$ cat src/rtl/img_op_sequencer_if.sv
// rtl/img_op_sequencer_if.sv - op, load, SRAM and engine signal bundle for img_op_sequencer
//
// Purpose:
//   Groups every non-clock/reset signal of the op sequencer into one bundle.
//   The slave modport is the sequencer's view and the master modport is the
//   surrounding core's view.
//
// Signals (named from the sequencer's point of view):
//   i_op_valid   op command valid
//   i_op_mode    4-bit op code
//   o_op_ready   one-cycle pulse, sequencer ready for the next op
//   i_in_valid   load pixel valid
//   o_in_ready   high throughout a load
//   o_sram_we    SRAM write enable
//   o_sram_addr  SRAM write (load) or read (display) address
//   o_sram_re    SRAM read enable during display
//   o_disp_valid read enable delayed one cycle, aligned with SRAM read data
//   o_eng_start  one-cycle compute engine start pulse
//   o_eng_mode   0=conv, 1=median, 2=sobel
//   o_org_x      display origin column
//   o_org_y      display origin row
//   o_depth      current channel depth (8, 16 or 32)
//   i_eng_done   compute engine completion pulse
interface img_op_sequencer_if #(
   parameter int ADDR_W = 11
);
   logic              i_op_valid;
   logic [3:0]        i_op_mode;
   logic              o_op_ready;
   logic              i_in_valid;
   logic              o_in_ready;
   logic              o_sram_we;
   logic [ADDR_W-1:0] o_sram_addr;
   logic              o_sram_re;
   logic              o_disp_valid;
   logic              o_eng_start;
   logic [1:0]        o_eng_mode;
   logic [2:0]        o_org_x;
   logic [2:0]        o_org_y;
   logic [5:0]        o_depth;
   logic              i_eng_done;

   modport slave (
      input  i_op_valid, i_op_mode, i_in_valid, i_eng_done,
      output o_op_ready, o_in_ready, o_sram_we, o_sram_addr, o_sram_re,
             o_disp_valid, o_eng_start, o_eng_mode, o_org_x, o_org_y, o_depth
   );

   modport master (
      output i_op_valid, i_op_mode, i_in_valid, i_eng_done,
      input  o_op_ready, o_in_ready, o_sram_we, o_sram_addr, o_sram_re,
             o_disp_valid, o_eng_start, o_eng_mode, o_org_x, o_org_y, o_depth
   );
endinterface

$ cat src/rtl/img_op_sequencer.sv
// rtl/img_op_sequencer.sv - op-level controller for the image-processing core
//
// Purpose:
//   Accepts op commands, loads the image SRAM in channel/row/column order,
//   keeps the display origin and channel depth, issues the 2x2-per-channel
//   display reads and hands compute ops to the engine until it reports done.
//
// Ports:
//   i_clk    clock, rising edge
//   i_rst_n  asynchronous active-low reset
//   bus      img_op_sequencer_if.slave: op handshake, load handshake, SRAM
//            address/enables, display valid, engine start/mode/done,
//            origin and depth outputs
module img_op_sequencer #(
   parameter int IMG_W  = 8,
   parameter int CH_MAX = 32,
   parameter int ADDR_W = 11
) (
   input  logic              i_clk,
   input  logic              i_rst_n,
   img_op_sequencer_if.slave bus
);

   localparam int                PIX       = IMG_W * IMG_W;
   localparam logic [ADDR_W-1:0] LOAD_LAST = ADDR_W'(PIX * CH_MAX - 1);
   localparam logic [2:0]        ORG_MAX   = 3'(IMG_W - 2);
   localparam logic [5:0]        DEPTH_MIN = 6'd8;
   localparam logic [5:0]        DEPTH_MAX = 6'(CH_MAX);

   typedef enum logic [2:0] {
      RDY,
      WAIT_OP,
      LOAD,
      UPD,
      DISP,
      ENG
   } state_t;

   state_t            state_q, state_d;
   logic              op_ready_q, op_ready_d;
   logic              in_ready_q, in_ready_d;
   logic [ADDR_W-1:0] addr_q, addr_d;
   logic              sram_re_q, sram_re_d;
   logic              disp_valid_q, disp_valid_d;
   logic              eng_start_q, eng_start_d;
   logic [1:0]        eng_mode_q, eng_mode_d;
   logic [2:0]        org_x_q, org_x_d;
   logic [2:0]        org_y_q, org_y_d;
   logic [5:0]        depth_q, depth_d;
   logic [3:0]        mode_q, mode_d;
   logic [6:0]        disp_cnt_q, disp_cnt_d;
   logic [6:0]        disp_last;

   // Display read index layout: idx[6:2] = channel, idx[1] = dy, idx[0] = dx.
   function automatic logic [ADDR_W-1:0] disp_addr(
      input logic [6:0] idx,
      input logic [2:0] ox,
      input logic [2:0] oy
   );
      logic [ADDR_W-1:0] c;
      logic [ADDR_W-1:0] y;
      logic [ADDR_W-1:0] x;
      c = ADDR_W'(idx[6:2]);
      y = ADDR_W'(oy) + ADDR_W'(idx[1]);
      x = ADDR_W'(ox) + ADDR_W'(idx[0]);
      return ADDR_W'(c * PIX + y * IMG_W + x);
   endfunction

   // Four reads per channel, so the final index is depth*4 - 1.
   assign disp_last = 7'({depth_q, 2'b00} - 8'd1);

   always_comb begin
      state_d      = state_q;
      op_ready_d   = 1'b0;
      in_ready_d   = in_ready_q;
      addr_d       = addr_q;
      sram_re_d    = sram_re_q;
      disp_valid_d = sram_re_q;
      eng_start_d  = 1'b0;
      eng_mode_d   = eng_mode_q;
      org_x_d      = org_x_q;
      org_y_d      = org_y_q;
      depth_d      = depth_q;
      mode_d       = mode_q;
      disp_cnt_d   = disp_cnt_q;

      case (state_q)
         // Every entry into RDY raises op_ready, so the pulse lands in the
         // RDY cycle itself. Straight out of reset op_ready is still low,
         // so RDY spends one extra cycle raising it.
         RDY: begin
            if (op_ready_q) begin
               state_d = WAIT_OP;
            end else begin
               op_ready_d = 1'b1;
            end
         end

         WAIT_OP: begin
            if (bus.i_op_valid) begin
               mode_d = bus.i_op_mode;
               case (bus.i_op_mode)
                  4'd0: begin
                     state_d    = LOAD;
                     in_ready_d = 1'b1;
                     addr_d     = '0;
                  end
                  4'd1, 4'd2, 4'd3, 4'd4, 4'd5, 4'd6: begin
                     state_d = UPD;
                  end
                  4'd7: begin
                     state_d    = DISP;
                     sram_re_d  = 1'b1;
                     disp_cnt_d = '0;
                     addr_d     = disp_addr(7'd0, org_x_q, org_y_q);
                  end
                  4'd8, 4'd9, 4'd10: begin
                     state_d     = ENG;
                     eng_start_d = 1'b1;
                     // Codes 8..10 map to engine modes 0..2 by their low bits.
                     eng_mode_d  = bus.i_op_mode[1:0];
                  end
                  default: begin
                     state_d    = RDY;
                     op_ready_d = 1'b1;
                  end
               endcase
            end
         end

         LOAD: begin
            if (bus.i_in_valid) begin
               if (addr_q == LOAD_LAST) begin
                  state_d    = RDY;
                  op_ready_d = 1'b1;
                  in_ready_d = 1'b0;
                  addr_d     = '0;
               end else begin
                  addr_d = addr_q + 1'b1;
               end
            end
         end

         UPD: begin
            case (mode_q)
               4'd1: if (org_x_q < ORG_MAX)   org_x_d = org_x_q + 3'd1;
               4'd2: if (org_x_q != 3'd0)     org_x_d = org_x_q - 3'd1;
               4'd3: if (org_y_q != 3'd0)     org_y_d = org_y_q - 3'd1;
               4'd4: if (org_y_q < ORG_MAX)   org_y_d = org_y_q + 3'd1;
               4'd5: if (depth_q > DEPTH_MIN) depth_d = depth_q >> 1;
               4'd6: if (depth_q < DEPTH_MAX) depth_d = depth_q << 1;
               default: ;
            endcase
            state_d    = RDY;
            op_ready_d = 1'b1;
         end

         // While reads are issued, the next address is prepared each cycle.
         // After the last read one drain cycle carries the final disp_valid,
         // so op_ready can never coincide with display data.
         DISP: begin
            if (sram_re_q) begin
               if (disp_cnt_q == disp_last) begin
                  sram_re_d = 1'b0;
                  addr_d    = '0;
               end else begin
                  disp_cnt_d = disp_cnt_q + 7'd1;
                  addr_d     = disp_addr(disp_cnt_q + 7'd1, org_x_q, org_y_q);
               end
            end else begin
               state_d    = RDY;
               op_ready_d = 1'b1;
            end
         end

         // A done pulse in the same cycle as the start pulse is honoured.
         ENG: begin
            if (bus.i_eng_done) begin
               state_d    = RDY;
               op_ready_d = 1'b1;
            end
         end

         default: begin
            state_d = RDY;
         end
      endcase
   end

   always_ff @(posedge i_clk or negedge i_rst_n) begin
      if (!i_rst_n) begin
         state_q      <= RDY;
         op_ready_q   <= 1'b0;
         in_ready_q   <= 1'b0;
         addr_q       <= '0;
         sram_re_q    <= 1'b0;
         disp_valid_q <= 1'b0;
         eng_start_q  <= 1'b0;
         eng_mode_q   <= 2'd0;
         org_x_q      <= 3'd0;
         org_y_q      <= 3'd0;
         depth_q      <= DEPTH_MAX;
         mode_q       <= 4'd0;
         disp_cnt_q   <= 7'd0;
      end else begin
         state_q      <= state_d;
         op_ready_q   <= op_ready_d;
         in_ready_q   <= in_ready_d;
         addr_q       <= addr_d;
         sram_re_q    <= sram_re_d;
         disp_valid_q <= disp_valid_d;
         eng_start_q  <= eng_start_d;
         eng_mode_q   <= eng_mode_d;
         org_x_q      <= org_x_d;
         org_y_q      <= org_y_d;
         depth_q      <= depth_d;
         mode_q       <= mode_d;
         disp_cnt_q   <= disp_cnt_d;
      end
   end

   // in_ready is low outside LOAD, so stray pixel valids never write.
   assign bus.o_sram_we    = bus.i_in_valid & in_ready_q;
   assign bus.o_op_ready   = op_ready_q;
   assign bus.o_in_ready   = in_ready_q;
   assign bus.o_sram_addr  = addr_q;
   assign bus.o_sram_re    = sram_re_q;
   assign bus.o_disp_valid = disp_valid_q;
   assign bus.o_eng_start  = eng_start_q;
   assign bus.o_eng_mode   = eng_mode_q;
   assign bus.o_org_x      = org_x_q;
   assign bus.o_org_y      = org_y_q;
   assign bus.o_depth      = depth_q;

endmodule

$ cat src/flat_wrapper.sv
// flat-port wrapper written by rule: the top's interface ports become plain ports
module img_op_sequencer_flat 
#(
   parameter int IMG_W  = 8,
   parameter int CH_MAX = 32,
   parameter int ADDR_W = 11
)
  (i_clk, i_rst_n, bus_i_op_valid, bus_i_op_mode, bus_i_in_valid, bus_i_eng_done, bus_o_op_ready, bus_o_in_ready, bus_o_sram_we, bus_o_sram_addr, bus_o_sram_re, bus_o_disp_valid, bus_o_eng_start, bus_o_eng_mode, bus_o_org_x, bus_o_org_y, bus_o_depth);
  img_op_sequencer_if #(.ADDR_W(ADDR_W)) bus_i ();
  input  logic i_clk;
  input  logic i_rst_n;
  input wire logic [$bits(bus_i.i_op_valid)-1:0] bus_i_op_valid;
  input wire logic [$bits(bus_i.i_op_mode)-1:0] bus_i_op_mode;
  input wire logic [$bits(bus_i.i_in_valid)-1:0] bus_i_in_valid;
  input wire logic [$bits(bus_i.i_eng_done)-1:0] bus_i_eng_done;
  output wire logic [$bits(bus_i.o_op_ready)-1:0] bus_o_op_ready;
  output wire logic [$bits(bus_i.o_in_ready)-1:0] bus_o_in_ready;
  output wire logic [$bits(bus_i.o_sram_we)-1:0] bus_o_sram_we;
  output wire logic [$bits(bus_i.o_sram_addr)-1:0] bus_o_sram_addr;
  output wire logic [$bits(bus_i.o_sram_re)-1:0] bus_o_sram_re;
  output wire logic [$bits(bus_i.o_disp_valid)-1:0] bus_o_disp_valid;
  output wire logic [$bits(bus_i.o_eng_start)-1:0] bus_o_eng_start;
  output wire logic [$bits(bus_i.o_eng_mode)-1:0] bus_o_eng_mode;
  output wire logic [$bits(bus_i.o_org_x)-1:0] bus_o_org_x;
  output wire logic [$bits(bus_i.o_org_y)-1:0] bus_o_org_y;
  output wire logic [$bits(bus_i.o_depth)-1:0] bus_o_depth;
  assign bus_i.i_op_valid = bus_i_op_valid;
  assign bus_i.i_op_mode = bus_i_op_mode;
  assign bus_i.i_in_valid = bus_i_in_valid;
  assign bus_i.i_eng_done = bus_i_eng_done;
  assign bus_o_op_ready = bus_i.o_op_ready;
  assign bus_o_in_ready = bus_i.o_in_ready;
  assign bus_o_sram_we = bus_i.o_sram_we;
  assign bus_o_sram_addr = bus_i.o_sram_addr;
  assign bus_o_sram_re = bus_i.o_sram_re;
  assign bus_o_disp_valid = bus_i.o_disp_valid;
  assign bus_o_eng_start = bus_i.o_eng_start;
  assign bus_o_eng_mode = bus_i.o_eng_mode;
  assign bus_o_org_x = bus_i.o_org_x;
  assign bus_o_org_y = bus_i.o_org_y;
  assign bus_o_depth = bus_i.o_depth;
  img_op_sequencer #(.IMG_W(IMG_W), .CH_MAX(CH_MAX), .ADDR_W(ADDR_W)) u_core (.i_clk(i_clk), .i_rst_n(i_rst_n), .bus(bus_i));
endmodule
$ cat config.mk
export PLATFORM = sky130hd
export DESIGN_NAME = img_op_sequencer_flat
export DESIGN_NICKNAME = d
export VERILOG_FILES = /design/src/rtl/img_op_sequencer_if.sv /design/src/rtl/img_op_sequencer.sv /design/src/flat_wrapper.sv
export SDC_FILE = /design/constraint.sdc
export NUM_CORES = 1
export LEC_CHECK = 0
export BUFFER_PORTS_ARGS = -buffer_cell sky130_fd_sc_hd__buf_2
export CAP_MARGIN = 30
export CELL_PAD_IN_SITES_DETAIL_PLACEMENT = 1
export CELL_PAD_IN_SITES_GLOBAL_PLACEMENT = 1
export CORE_MARGIN = 5
export CORE_UTILIZATION = 31
export CTS_BUF_LIST = sky130_fd_sc_hd__clkbuf_8
export DETAILED_ROUTE_END_ITERATION = 8
export PLACE_DENSITY = 0.67
export SLEW_MARGIN = 20
export SYNTH_ARGS = -nofsm -noshare
export SYNTH_HDL_FRONTEND = slang
export SYNTH_SLANG_ARGS = --single-unit
$ cat constraint.sdc
create_clock -name i_clk -period 2.8 [get_ports i_clk]
set_clock_uncertainty 0.2 [all_clocks]
set_input_delay 0.56 -clock i_clk [delete_from_list [all_inputs] [get_ports i_clk]]
set_output_delay 0.56 -clock i_clk [all_outputs]
set_load 0.02 [all_outputs]
Word level (Yosys, flattened, before mapping). Cells that the tools add are included.

Equal/unequal tests: 40. $lt $le $gt $ge: 4. $add $sub $neg: 12. Bitwise gates (word level): 1. Reduce and logical (&&, ||, !) cells: 23. Mux-type cells: 50.

Operator list (number): $mux 11 (5); $pmux 11 s3 (1); $mux 3 (10); $eq 4x3->1 const B (7); $mux 7 (4); $add 11x11->11 (2); $ne 2x1->1 const B (11); $pmux 11 s2 (1); $mux 1 (18); $eq 4x2->1 const B (4); $pmux 3 s5 (1); $reduce_and 5->1 (3); $pmux 7 s2 (1); $eq 4x4->1 const B (3); $mux 6 (2); $pmux 3 s2 (2); $pmux 3 s4 (1); $pmux 6 s2 (1); $reduce_and 4->1 (3); $add 11x1->11 const B (1); $eq 11x11->1 const B (1); $reduce_or 11->1 (1); $ne 2x2->1 const B (5); $reduce_bool 2->1 (5); 26 further kinds (37).

Word-level logic and storage cells: 143. Register bits: 44. Input bits: 9.

Depth between registers and ports, before layout. Gate-level depths: netlist of the first run.

Depth after elaboration: 7. Gate-level depth with buffers: 9.

Least setup slack after synthesis of the first run. OpenSTA, ideal clock, no wires.

Path type: register -> register. From: register u_core.depth_q[0], in the netlist u_core.bus.o_depth[0]. To: register u_core.addr_q[2], in the netlist u_core.bus.o_sram_addr[2]. Slack: 0.260 ns. Cell stages (with the launch flop): 9. Buffers on the path: 0. Data arrival time: 2.219 ns. Cell sequence: dfrtp_1 > inv_1 > ha_1 > o21ba_1 > a221o_1 > a211oi_4 > o32ai_1 > a21o_1 > a22o_1.

Word-level cells in the longest chain between the ends: 5.

RTL lines: start, declared (RTL line img_op_sequencer.sv:49) `logic [5:0] depth_q, depth_d;`; start signal, assigned (RTL line img_op_sequencer.sv:216) `depth_q <= depth_d;`; $sub 7x1->7 (RTL line img_op_sequencer.sv:70) `assign disp_last = 7'({depth_q, 2'b00} - 8'd1);`; $eq 7x7->1 (RTL line img_op_sequencer.sv:163) `if (disp_cnt_q == disp_last) begin`; $mux 11 (RTL line img_op_sequencer.sv:163); $mux 11 (RTL line img_op_sequencer.sv:162) `if (sram_re_q) begin`; $pmux 11 s3 (RTL line img_op_sequencer.sv:87) `case (state_q)`; end signal, assigned (RTL line img_op_sequencer.sv:209) `addr_q <= addr_d;`; end, declared (RTL line img_op_sequencer.sv:42) `logic [ADDR_W-1:0] addr_q, addr_d;`.

No other way between the ends. The select of a mux whose other input is x is not followed. A chain may end at the register's enable or synchronous reset.

Final worst setup path of the first run.
From: register u_core.depth_q[0], in the netlist u_core.bus.o_depth[0]. To: register u_core.addr_q[0], in the netlist u_core.bus.o_sram_addr[0].

Same word-level chain as after synthesis.

==> impl_results.md, run 1 <==
- Fin area: 3500 µm²
- Power, Total: 1.53 mW
- DP Area: 3370 µm²
- Hold Crit Class: in2async
- Fillers: 1127
- GR Util All Layers: 15.1%
- Number of synthesized flops with an enable pin: 0
- Critical Path AT: 2.56 ns
- Share of cells above drive strength 1: 20.1%
- Die height: 108 µm
- Area of the mapped netlist: 2980 µm²
- Net count after synthesis: 360
- Largest net degree at the start of global routing: 45
- Register Area: 1100 µm²
- Clock share of power: 32.9%
- Area Overhead vs Synth: 17.2%
- Maximum vdd drop: 0.210 mV
- TritonCTS clock tree: done
- Dpl hpwl: 6570 µm
- CP startpoint kind: flop
- Seq cells post-synth: 44
- H-tree depth: 2
- Number of cell rows: 35
- Reg2Reg Setup Slack: 0.18 ns
- Slew @ Worst Pin: 0.994 ns
- Comb pwr share: 18.5%
- FF-to-FF End: u_core.bus.o_sram_addr[0]
- Post-CTS Setup Bufs: 0
- Max-Slew Margin vs Limit: 33.5%
- Vias in the first global route: 2798
- Most frequent cells in the layout: nand2_1, dfrtp_1, buf_2, nor2_1, o21ai_0
- Max-cap violation count: 0
- CP required: 2.74 ns
- Post-Syn Area per Cell: 8.80 µm²
- Final setup margin: 0.177 ns
- Port bufs: 39
- Iteration-0 DRC Markers: 60
- Setup_tns: 0 ns
- Wirelength, routed: 8380 µm
- Clk root buf: clkbuf_8
- Global-route wire length before repair: 14100 µm
- Fin crit share: 93.7%
- Worst-path fanout max: 6
- Cell Count, Final, Fillers Out: 518
- Worst R2R Start: u_core.bus.o_depth[0]
- Fmax: 381 MHz
- Multi-input gate area: 1750 µm²
- Die area: 11700 µm²
- Ys Warns: 0
- GP Congestion: 0.816
- Most common cell after layout, fill and taps aside: nand2_1
- RSZ-0062 raised after global routing: no
- Initial antenna violation count: 0
- Clock Sinks: 44
- Mapped Cells: 339
- DP Cell Count: 510
- Critical path class: reg2reg
- NumNets Final: 409
- Final Setup Violations: 0
- Outcome: finished, final reports clean
- DR vias/cell: 5.21
- Endpoints failing hold: 0
- Final Max Slew Viols: 0
- Starting Density: 32.0%
- I/O pin cnt: 40
- Reg clk slew, reported paths: 0.10 ns
- Element type at the critical path end: flop
- Clock latency on the worst-skew pair: 0.30 ns
- CORE AREA: 9330 µm²
- Sw frac: 30.6%
- Async SR Flop Fraction: 100%
- Inserted Clock Buffers: 5
- Die width: 108 µm
- LEAKAGE: 1.54 nW
- Minimum clock period: 2.62 ns
- Routed vias: 2699
- Place WS: 0.183 ns
- Ant. Diodes: 0
- Max clock buf depth: 2
- Internal: 1.06 mW
- Cell area power density: 439 nW/µm²
- Switching power: 0.469 mW
- Ys flop type: dfrtp_1
- FF-to-FF path depth: 8
- Sequential-to-total area share from yosys stat: 37.0%
- Cts-stage hold buffer count: 0
- Distinct cells, synth: 60
- Reg power frac: 48.6%
- Routed len/inst: 16.2 µm
- Drt pass-1 iters: 4
- Gr ovfl total: 0
- DRC: 0
- Post-route ant nets: 0
through the flow:
stage	hold slack, ns	util [%]
after global routing	0.198	37.5
after CTS	0.157	37.4
after global placement	0.291	36.2
after detailed placement	0.300	36.2
final	0.137	37.5
after floorplan	0.0644	-
per-layer routing:
layer  share of wire (%)  GRT usage, %
met5                   0             0
met4                0.82          3.52
met3                 2.2          1.91
met2                  51          26.7
met1                  46          19.6
cells in the mapped netlist, drive strengths merged, types with 4 or more instances:
cell	instances	area share, %
nand2	45	5.7
dfrtp	43	36
nor2	29	3.7
o21ai	26	4.5
nand3	16	2.7
inv	15	1.9
xnor2	12	3.5
a21oi	11	1.8
xor2	11	3.2
ha	10	4.2
buf	8	2.1
mux2i	7	2.3
and3	6	1.3
nor3	6	1.0
o211ai	6	1.5
a31oi	5	1.0
nand2b	5	1.0
o31ai	5	1.3
a22o	4	1.2
and2	4	0.84
clkbuf	4	0.50
mux2	4	1.5
nor3b	4	1.2
nor4	4	0.84
cells by family after synthesis:
logic type / count (synthesis) / share of synthesized area [%]
AND/OR/NAND/NOR: 136 / 22.3
flip-flops: 44 / 37.0
buffers and inverters: 27 / 4.53
XOR/XNOR: 23 / 6.75
adder cells (fa/ha/maj): 12 / 5.54
multiplexers: 11 / 3.86
AO/OA/AOI/OAI: 86 / 20.1
worst max-delay path, cell delays in order (launching register included):
cell      delay, ns
dfrtp_1        0.45
inv_1          0.07
ha_1           0.26
o21ba_1        0.19
a221o_1        0.38
a211oi_4       0.36
nor2_2         0.13
a221oi_1       0.30
o21ai_0        0.11
layout make-up:
class                   count  area share [%]
flip-flops and latches     44            31.6
clock inverters             3            1.32
clock buffers               5            1.97
well taps                 129            4.62
multi-input cells         268            50.1
inverters                  15            1.61
repair buffers             54            8.80
registers in the layout, summed over array words and instances, names as in the netlist:
| signal | flops |
|---|---|
| u_core.bus.o_depth | 6 |
| u_core.bus.o_disp_valid | 1 |
| u_core.bus.o_eng_mode | 2 |
| u_core.bus.o_eng_start | 1 |
| u_core.bus.o_in_ready | 1 |
| u_core.bus.o_op_ready | 1 |
| u_core.bus.o_org_x | 3 |
| u_core.bus.o_org_y | 3 |
| u_core.bus.o_sram_addr | 11 |
| u_core.bus.o_sram_re | 1 |
| u_core.disp_cnt_q | 7 |
| u_core.mode_q | 4 |
| u_core.state_q | 3 |
power groups by stage:
stage	Combinational [mW]	Clock (mW)	Sequential [mW]
2_1_floorplan	0.108	0	0.808
3_3_place_gp	0.286	0	0.756
3_5_place_dp	0.288	0	0.758
4_1_cts	0.288	0.521	0.746
5_1_grt	0.312	0.551	0.755
6_report	0.283	0.505	0.745
worst max path at each step:
stage	from	endpoint	slack (ns)	cells past startpoint
2_1_floorplan	u_core.bus.o_depth[0]	u_core.bus.o_sram_addr[2]	0.26	8
3_3_place_gp	u_core.disp_cnt_q[0]	u_core.bus.o_sram_addr[10]	0.19	9
3_5_place_dp	u_core.bus.o_depth[0]	u_core.bus.o_sram_addr[0]	0.18	8
4_1_cts	u_core.bus.o_depth[0]	u_core.bus.o_sram_addr[0]	0.15	8
5_1_grt	u_core.disp_cnt_q[0]	u_core.bus.o_sram_addr[10]	0.01	9
6_report	u_core.bus.o_depth[0]	u_core.bus.o_sram_addr[0]	0.18	8
what timing repair did:
item | in CTS | in global routing
setup endpoints to repair | 0 | 1
resized for setup | 0 | 2
hold endpoints to repair | 0 | 0
Power figures use the tool's default switching activity.
==> run 2: changes to the inputs <==
Settings changed: GPL_TIMING_DRIVEN set to 0.
==> run 2 against run 1 <==
Hold slack lost 0.11 ns. Combinational power decreased by 5%. Sequential cell count unchanged. Critical path type unchanged. Largest power group unchanged. Highest routed layer unchanged.
==> impl_results.md, run 2 (synthesis results as in run 1) <==
- Final Max Slew Viols: 0
- Hold Crit Class: in2async
- Worst-path fanout max: 7
- Min Hold Slack: 0.0251 ns
- Critical path class: reg2reg
- Endpoints failing hold: 0
- RSZ-0062 raised after global routing: no
- Routed vias: 2760
- Number of cell rows: 35
- Share of cells above drive strength 1: 19.5%
- Inserted Clock Buffers: 5
- Fin area: 3510 µm²
- Max-Slew Margin vs Limit: 58.5%
- Max reg flops: 11
- Iteration-0 DRC Markers: 81
- Cell area power density: 439 nW/µm²
- Most frequent cells in the layout: nand2_1, buf_2, dfrtp_1, nor2_1, o21ai_0
- GP Congestion: 0.835
- Setup_tns: 0 ns
- Initial antenna violation count: 0
- Most common cell after layout, fill and taps aside: nand2_1
- Drt pass-1 iters: 4
- Gr ovfl total: 0
- Slew @ Worst Pin: 0.620 ns
- Largest net degree at the start of global routing: 25
- Crit path launch: u_core.disp_cnt_q[0]
- Crit-path max cell delay: 0.46 ns
- H-tree depth: 2
- Minimum clock period: 2.65 ns
- Element type at the critical path end: flop
- Final Setup Violations: 0
- NumNets Final: 410
- Crit path cell chain: ha_1, ha_1, and3_1, ha_1, a41oi_1, nor2_1, o21ai_0, xnor2_1, o211ai_1
- Ant. Diodes: 0
- Fin crit share: 94.8%
- CP required: 2.78 ns
- Area Overhead vs Synth: 17.5%
- Die width: 108 µm
- Global-route wire length before repair: 14600 µm
- Max clock buf depth: 2
- CORE AREA: 9330 µm²
- I/O pin cnt: 40
- DP Area: 3360 µm²
- Post-route ant nets: 0
- Critical Path AT: 2.64 ns
- Worst R2R Start: u_core.disp_cnt_q[0]
- Port bufs: 38
- Maximum vdd drop: 0.174 mV
- GR Util All Layers: 15.6%
- Clk root buf: clkbuf_8
- Fillers: 1127
- Reg clk slew, reported paths: 0.10 ns
- Starting Density: 32.0%
- TritonCTS clock tree: done
- Die height: 108 µm
- Fmax: 377 MHz
- Vias in the first global route: 2894
- Max-cap violation count: 0
- DRC: 0
- CP max stage cell: dfrtp_1
- LEAKAGE: 1.54 nW
- Cts-stage hold buffer count: 0
- Dpl hpwl: 6740 µm
- Die area: 11700 µm²
- Most common cell type on the critical path: ha_1
- Routed len/inst: 16.8 µm
- Outcome: finished, final reports clean
- Clock latency on the worst-skew pair: 0.31 ns
- CP startpoint kind: flop
- DR vias/cell: 5.32
- Register Area: 1100 µm²
- Clock Sinks: 44
- Multi-input gate area: 1750 µm²
- Wirelength, routed: 8720 µm
-- run 2: report_power, final --
group / total, mW / leakage [nW] / switching [mW] / internal, mW
Clock: 0.516 / 0.0548 / 0.247 / 0.269
Sequential: 0.753 / 0.573 / 0.0707 / 0.682
Combinational: 0.269 / 0.910 / 0.163 / 0.106
Total: 1.54 / 1.54 / 0.480 / 1.06
-- run 2: metal layers --
layer	share of wire, %	up-vias	global-route usage [%]
met4	1.5	0	5.41
met3	2.4	14	2.09
met5	0	-	0
met2	51	31	27.7
met1	45	1383	19.5
li1	-	1332	-
-- run 2: worst max-delay path: cells and delay by family, from the launching register on --
family,cells,cell delay [ns]
and+or+nand+nor,2,0.39
AOI/OAI and AO/OA,3,0.38
xor gates and xnor gates,1,0.19
DFF,1,0.46
adders and majority gates,3,0.91
-- run 2: metrics by stage --
| step | utilization [%] | instances | power, mW | setup slack (ns) |
|---|---|---|---|---|
| 2_1_floorplan | - | 339 | 0.916 | 0.260 |
| 3_3_place_gp | 35.7 | 506 | 1.03 | -0.0245 |
| 3_5_place_dp | 36.0 | 508 | 1.04 | -0.101 |
| 4_1_cts | 37.5 | 519 | 1.56 | 0.109 |
| 5_1_grt | 37.6 | 519 | 1.63 | 0.0116 |
| 6_report | 37.6 | 519 | 1.54 | 0.147 |
-- run 2: cell type report --
cell class	instances	area share [%]
Buffer	11	2.14
Clock buffer	5	1.96
Clock inverter	3	1.32
Inverter	15	1.61
Multi-Input combinational cell	268	50.0
Sequential cell	44	31.5
Tap cell	129	4.60
Timing Repair Buffer	44	6.92
-- run 2: what timing repair did --
item / in CTS / in global routing
pin swaps: 1 / 0
buffers inserted: 3 / 0
endpoints found under the setup margin: 1 / 3
resized for setup: 0 / 2
-- run 2: path summary, 6_finish.rpt --
path                                               to  slack (ns)  cells after the start
setup / recovery           u_core.bus.o_sram_addr[10]        0.15                      9
hold / removal                  u_core.bus.o_org_y[2]        0.03                      1
setup reg to reg           u_core.bus.o_sram_addr[10]        0.15                      9
hold reg to reg              u_core.bus.o_eng_mode[0]        0.33                      1
max in group asynchronous   u_core.bus.o_sram_addr[0]        1.84                      2
min in group i_clk                   u_core.mode_q[2]        0.33                      3
